File: src/rtl/connect4_pkg.sv
// Shared Connect-4 board geometry, cell codes and the drop FSM state type.
// Cell (r,c) lives at bit (r*COLS+c)*CELL_W of the packed, row-major board.
package connect4_pkg;

  localparam int ROWS    = 6;
  localparam int COLS    = 7;
  localparam int CELL_W  = 2;
  localparam int BOARD_W = ROWS * COLS * CELL_W;
  localparam int IDX_W   = 7;

  localparam logic [CELL_W-1:0] EMPTY   = 2'b00;
  localparam logic [CELL_W-1:0] PLAYER1 = 2'b01;
  localparam logic [CELL_W-1:0] PLAYER2 = 2'b10;

  typedef enum logic [1:0] {
    IDLE,
    SCAN,
    PLACE_ACK,
    ERR_ACK
  } drop_state_t;

  function automatic logic [IDX_W-1:0] cell_base(input logic [2:0] row,
                                                 input logic [2:0] col);
    logic [IDX_W-1:0] idx;
    idx = ({4'd0, row} * 7'(COLS) + {4'd0, col}) * 7'(CELL_W);
    return idx;
  endfunction

endpackage

File: src/rtl/token_drop_controller.sv
// Owns the Connect-4 board and drops one token per accepted move, scanning the
// chosen column bottom-up one row per cycle, then pulsing done or error.
module token_drop_controller
  import connect4_pkg::*;
(
  input  logic               clk,
  input  logic               rst,
  input  logic               clear_board,
  input  logic               move_valid,
  input  logic [2:0]         move_column,
  input  logic [1:0]         move_player,
  output logic               move_ready,
  output logic [BOARD_W-1:0] board_state,
  output logic               drop_done,
  output logic               drop_error,
  output logic [2:0]         drop_row,
  output logic [2:0]         drop_col,
  output logic               busy,
  output logic               board_full
);

  drop_state_t        state_reg, state_next;
  logic [2:0]         col_reg;
  logic [1:0]         player_reg;
  logic [2:0]         scan_row_reg;
  logic [BOARD_W-1:0] board_reg;
  logic [2:0]         drop_row_reg;
  logic [2:0]         drop_col_reg;

  logic               accept;
  logic               move_ok;
  logic               place;
  logic               step_up;
  logic [CELL_W-1:0]  scan_cell;
  logic [COLS-1:0]    top_occupied;

  assign move_ready = (state_reg == IDLE) && !clear_board;
  assign move_ok    = (move_column < 3'(COLS)) &&
                      ((move_player == PLAYER1) || (move_player == PLAYER2));
  assign scan_cell  = board_reg[cell_base(scan_row_reg, col_reg) +: CELL_W];

  always_comb begin
    state_next = state_reg;
    accept     = 1'b0;
    place      = 1'b0;
    step_up    = 1'b0;
    case (state_reg)
      IDLE: begin
        if (move_valid && move_ready) begin
          accept     = 1'b1;
          state_next = move_ok ? SCAN : ERR_ACK;
        end
      end
      SCAN: begin
        if (scan_cell == EMPTY) begin
          place      = 1'b1;
          state_next = PLACE_ACK;
        end else if (scan_row_reg == 3'd0) begin
          state_next = ERR_ACK;
        end else begin
          step_up = 1'b1;
        end
      end
      PLACE_ACK: state_next = IDLE;
      ERR_ACK:   state_next = IDLE;
      default:   state_next = IDLE;
    endcase
  end

  always_ff @(posedge clk or posedge rst) begin
    if (rst) begin
      state_reg    <= IDLE;
      col_reg      <= '0;
      player_reg   <= '0;
      scan_row_reg <= '0;
      board_reg    <= '0;
      drop_row_reg <= '0;
      drop_col_reg <= '0;
    end else if (clear_board) begin
      // New game: wipe everything and abandon any move in flight.
      state_reg    <= IDLE;
      scan_row_reg <= '0;
      board_reg    <= '0;
      drop_row_reg <= '0;
      drop_col_reg <= '0;
    end else begin
      state_reg <= state_next;
      if (accept && move_ok) begin
        col_reg      <= move_column;
        player_reg   <= move_player;
        scan_row_reg <= 3'(ROWS - 1);
      end
      if (step_up) begin
        scan_row_reg <= scan_row_reg - 3'd1;
      end
      if (place) begin
        board_reg[cell_base(scan_row_reg, col_reg) +: CELL_W] <= player_reg;
        drop_row_reg <= scan_row_reg;
        drop_col_reg <= col_reg;
      end
    end
  end

  // The board is full exactly when every top-row cell is occupied.
  for (genvar gi = 0; gi < COLS; gi++) begin : g_top
    assign top_occupied[gi] = board_reg[gi*CELL_W +: CELL_W] != EMPTY;
  end

  assign board_full  = &top_occupied;
  assign board_state = board_reg;
  assign drop_done   = (state_reg == PLACE_ACK);
  assign drop_error  = (state_reg == ERR_ACK);
  assign drop_row    = drop_row_reg;
  assign drop_col    = drop_col_reg;
  assign busy        = (state_reg != IDLE);

endmodule

File: config.mk
export PLATFORM = sky130hd
export DESIGN_NAME = token_drop_controller
export DESIGN_NICKNAME = d
export VERILOG_FILES = /design/src/rtl/connect4_pkg.sv /design/src/rtl/token_drop_controller.sv
export SDC_FILE = /design/constraint.sdc
export NUM_CORES = 1
export LEC_CHECK = 0
export ABC_AREA = 1
export BUFFER_PORTS_ARGS = -buffer_cell sky130_fd_sc_hd__buf_2
export CAP_MARGIN = 20
export CORE_MARGIN = 8
export CORE_UTILIZATION = 50
export CTS_CLUSTER_SIZE = 16
export DETAILED_ROUTE_END_ITERATION = 8
export PLACE_DENSITY = 0.81
export SLEW_MARGIN = 20
export SYNTH_ARGS = -nofsm -noshare
export SYNTH_HDL_FRONTEND = slang
export SYNTH_SLANG_ARGS = --single-unit
File: constraint.sdc
create_clock -name clk -period 3.5 [get_ports clk]
set_input_delay 0.35 -clock clk [delete_from_list [all_inputs] [get_ports clk]]
set_output_delay 0.35 -clock clk [all_outputs]
set_load 0.03 [all_outputs]
==> results.ini <==
[run_status]
status = finished with violations
violations = negative setup slack

[global_route]
grt_pass1_vias = 7319
antenna_found_initial = 0
grt_start_max_net_pins = 81
track_usage = 0.263
grt_pass1_wl_um = 36800
grt_overflow = 0

[floorplan]
start_util = 0.507
chipWidth_um = 131
die_h_um = 131
dieArea_mm2 = 0.0173
rows = 42
ios = 104
core_mm2 = 0.0131

[final_layout]
num_antenna_cells = 0
area_growth_pct = 39.3
fill_cells = 982
final_util = 0.706
ff_latch_area_mm2 = 0.00251
drive_gt1_frac = 0.374
largest_register_ffs = 84
multi_input_area_mm2 = 0.00431
fin_nets = 1141

[yosys]
synth.mux.area_fraction = 0
synth_xor_area_frac = 0.00508
synth_fa_ha_area_frac = 0.0421
syn_area_mm2 = 0.00666
yosysSeqAreaShare = 0.376
synth_top_family_by_area = simple AND/OR/NAND/NOR gates
yosysWarnings = 0
synthDistinctLibCells = 42
syn_area_per_cell_um2 = 7.16
yosys.area_share.simple = 0.452
synth_edf_count = 0
synthArstFlopShare = 1.00
syn_inst = 929
synthesis.nets = 958
synth-seq-cells = 100
synth_compound_area_frac = 0.0299
synth_top_flop_cell = dfrtp_1

[sta]
period_share = 1.06
maxSlewViolCount = 0
fin_ws_ps = -223
tightest_slew_ps = 973
setup_viol = 92
slew_headroom = 0.351
finalHoldViolations = 0
rsz0062_at_grt = yes
fmaxAchievable_mhz = 269
skew_ps = 6.64
fin_crit_ps = 3720

[critical_path]
cp-end-kind = flip-flop
path_depth = 17
cp_slowest_cell = fa_2
worst-path-max-fanout = 6
cp.arrival_ps = 3960
critPathMostFrequentCell = nand3_2
reg2regPathDepth = 17
start_kind = flip-flop
cp_slowest_stage_delay_ps = 600
worst-path-buf-inv = 5
path_class = reg -> reg
path_delay_family = adder cells
required_ps = 3740
crit_chain = fa_1 > fa_1 > inv_2 > fa_2 > buf_6 > clkinvlp_4 > nand3_2 > nand3_2 > nand3_2 > nand3_2 > nand2_1 > inv_2 > nand2_8 > buf_12 > nand3_1 > nand3_1 > o21ai_1

[drt]
vias_per_cell = 5.97
drt_first_pass_iters = 6
routedWlPerCell_um = 19.3
wirelength_um = 24900
final_antenna_net_count = 0
vias = 7716
drtIter0Drc = 1178
drc = 0

[placed_design]
pre_cts_slack_ps = -301
gp_congestion = 0.993
dp_hpwl_um = 16700
port-buffer-count = 103

[clock_tree]
cts_root_buffer = clkbuf_16
path_clk_slew_ps = 70
cts_max_path_buffers = 2
cts_tree = done
clk_latency_ps = 360
cts-buffers-inserted = 9
clkSinkCount = 100
htreeDepth = 3

[min_path]
hold_path.class = in -> async

[run]
maxCapViolCount = 0

==> cell type report <==
class | instances | area share
repair buffers | 214 | 0.168
well taps | 176 | 0.0237
clock buffers | 11 | 0.0273
clock inverters | 4 | 0.00256
inverters | 99 | 0.0438
flip-flops and latches | 100 | 0.270
multi-input cells | 688 | 0.464
==> metrics by stage <==
step | area (um^2) | setup TNS (ps) | hold WS [ps] | cells
after detailed placement | 7940 | -9900 | 496 | 1258
after floorplan | 6670 | 0 | 460 | 929
after CTS | 8570 | -5230 | 212 | 1285
final | 9270 | -12530 | 223 | 1292
after global placement | 7940 | -3190 | 492 | 1258
after global routing | 9270 | -25100 | 244 | 1292
==> what timing repair did <==
item | CTS | global route
gates resized for setup | 62 | 123
cloned | 1 | 4
pin swaps | 22 | 39
hold buffers | 0 | 0
buffers inserted | 11 | 4
setup endpoints to repair | 86 | 95
hold endpoints to repair | 0 | 0
==> final timing paths <==
path                                 startpoint              end  slack (ps)
min in group clk                 move_column[1]       col_reg[1]         220
worst max-delay path            scan_row_reg[0]  board_state[64]        -220
worst min-delay path                        rst  board_state[75]         220
max in group asynchronous                   rst  board_state[21]        2420
worst min register to register      drop_col[2]      drop_col[2]         500
worst max register to register  scan_row_reg[0]  board_state[64]        -220
==> cells by family (layout without fill, tap and decap cells) <==
kind of cell    count (synthesis)  in the layout
buf+inv                       142            328
simple gates                  627            628
flops                         100            100
xor+xnor                        3              3
compound gates                 37             37
fa+ha+maj                      20             20
==> synthesized netlist by cell type (all sizes together), types with 6 or more instances <==
| master | number | share of area |
|---|---|---|
| nand3 | 211 | 0.17 |
| nor4 | 6 | 0.0085 |
| nand3b | 12 | 0.015 |
| nand2 | 224 | 0.13 |
| nor3 | 20 | 0.017 |
| inv | 97 | 0.056 |
| nand4 | 21 | 0.020 |
| buf | 28 | 0.029 |
| nor2 | 130 | 0.088 |
| clkbuf | 15 | 0.0085 |
| dfrtp | 100 | 0.38 |
| o21ai | 31 | 0.024 |
| ha | 16 | 0.030 |
==> placed cells by master (no fill, tap or decap), drive strengths merged <==
cell	netlist	final
xnor2	3	3
or2	3	3
nand2	224	224
a21oi	2	2
fa	4	4
inv	97	96
nor3	20	20
nand3	211	212
nand4	21	21
dfrtp	100	100
ha	16	16
nand3b	12	12
o2111ai	1	1
nor4	6	6
nor2	130	130
buf	28	211
a31oi	1	1
o21a	1	1
o21ai	31	31
clkinvlp	0	1
clkbuf	15	14
o21bai	1	1
clkinv	2	6
==> routing by layer <==
metal	vias up	track usage	routed length, um
met1	3632	0.324	9230
li1	3417	-	-
met3	122	0.0625	2810
met4	0	0.148	1200
met5	-	0	0
met2	545	0.416	11600
==> worst reg2reg max path, delay by kind of cell, from the launching register on <==
kind / cells / cell delay [ps]
buffers and inverters: 5 / 550
adders and majority gates: 3 / 1630
AOI/OAI and AO/OA: 1 / 100
and+or+nand+nor: 8 / 910
DFF: 1 / 420
Power is not shown: default switching activity piles up to over one toggle a cycle in this logic, so the estimate is an artifact.
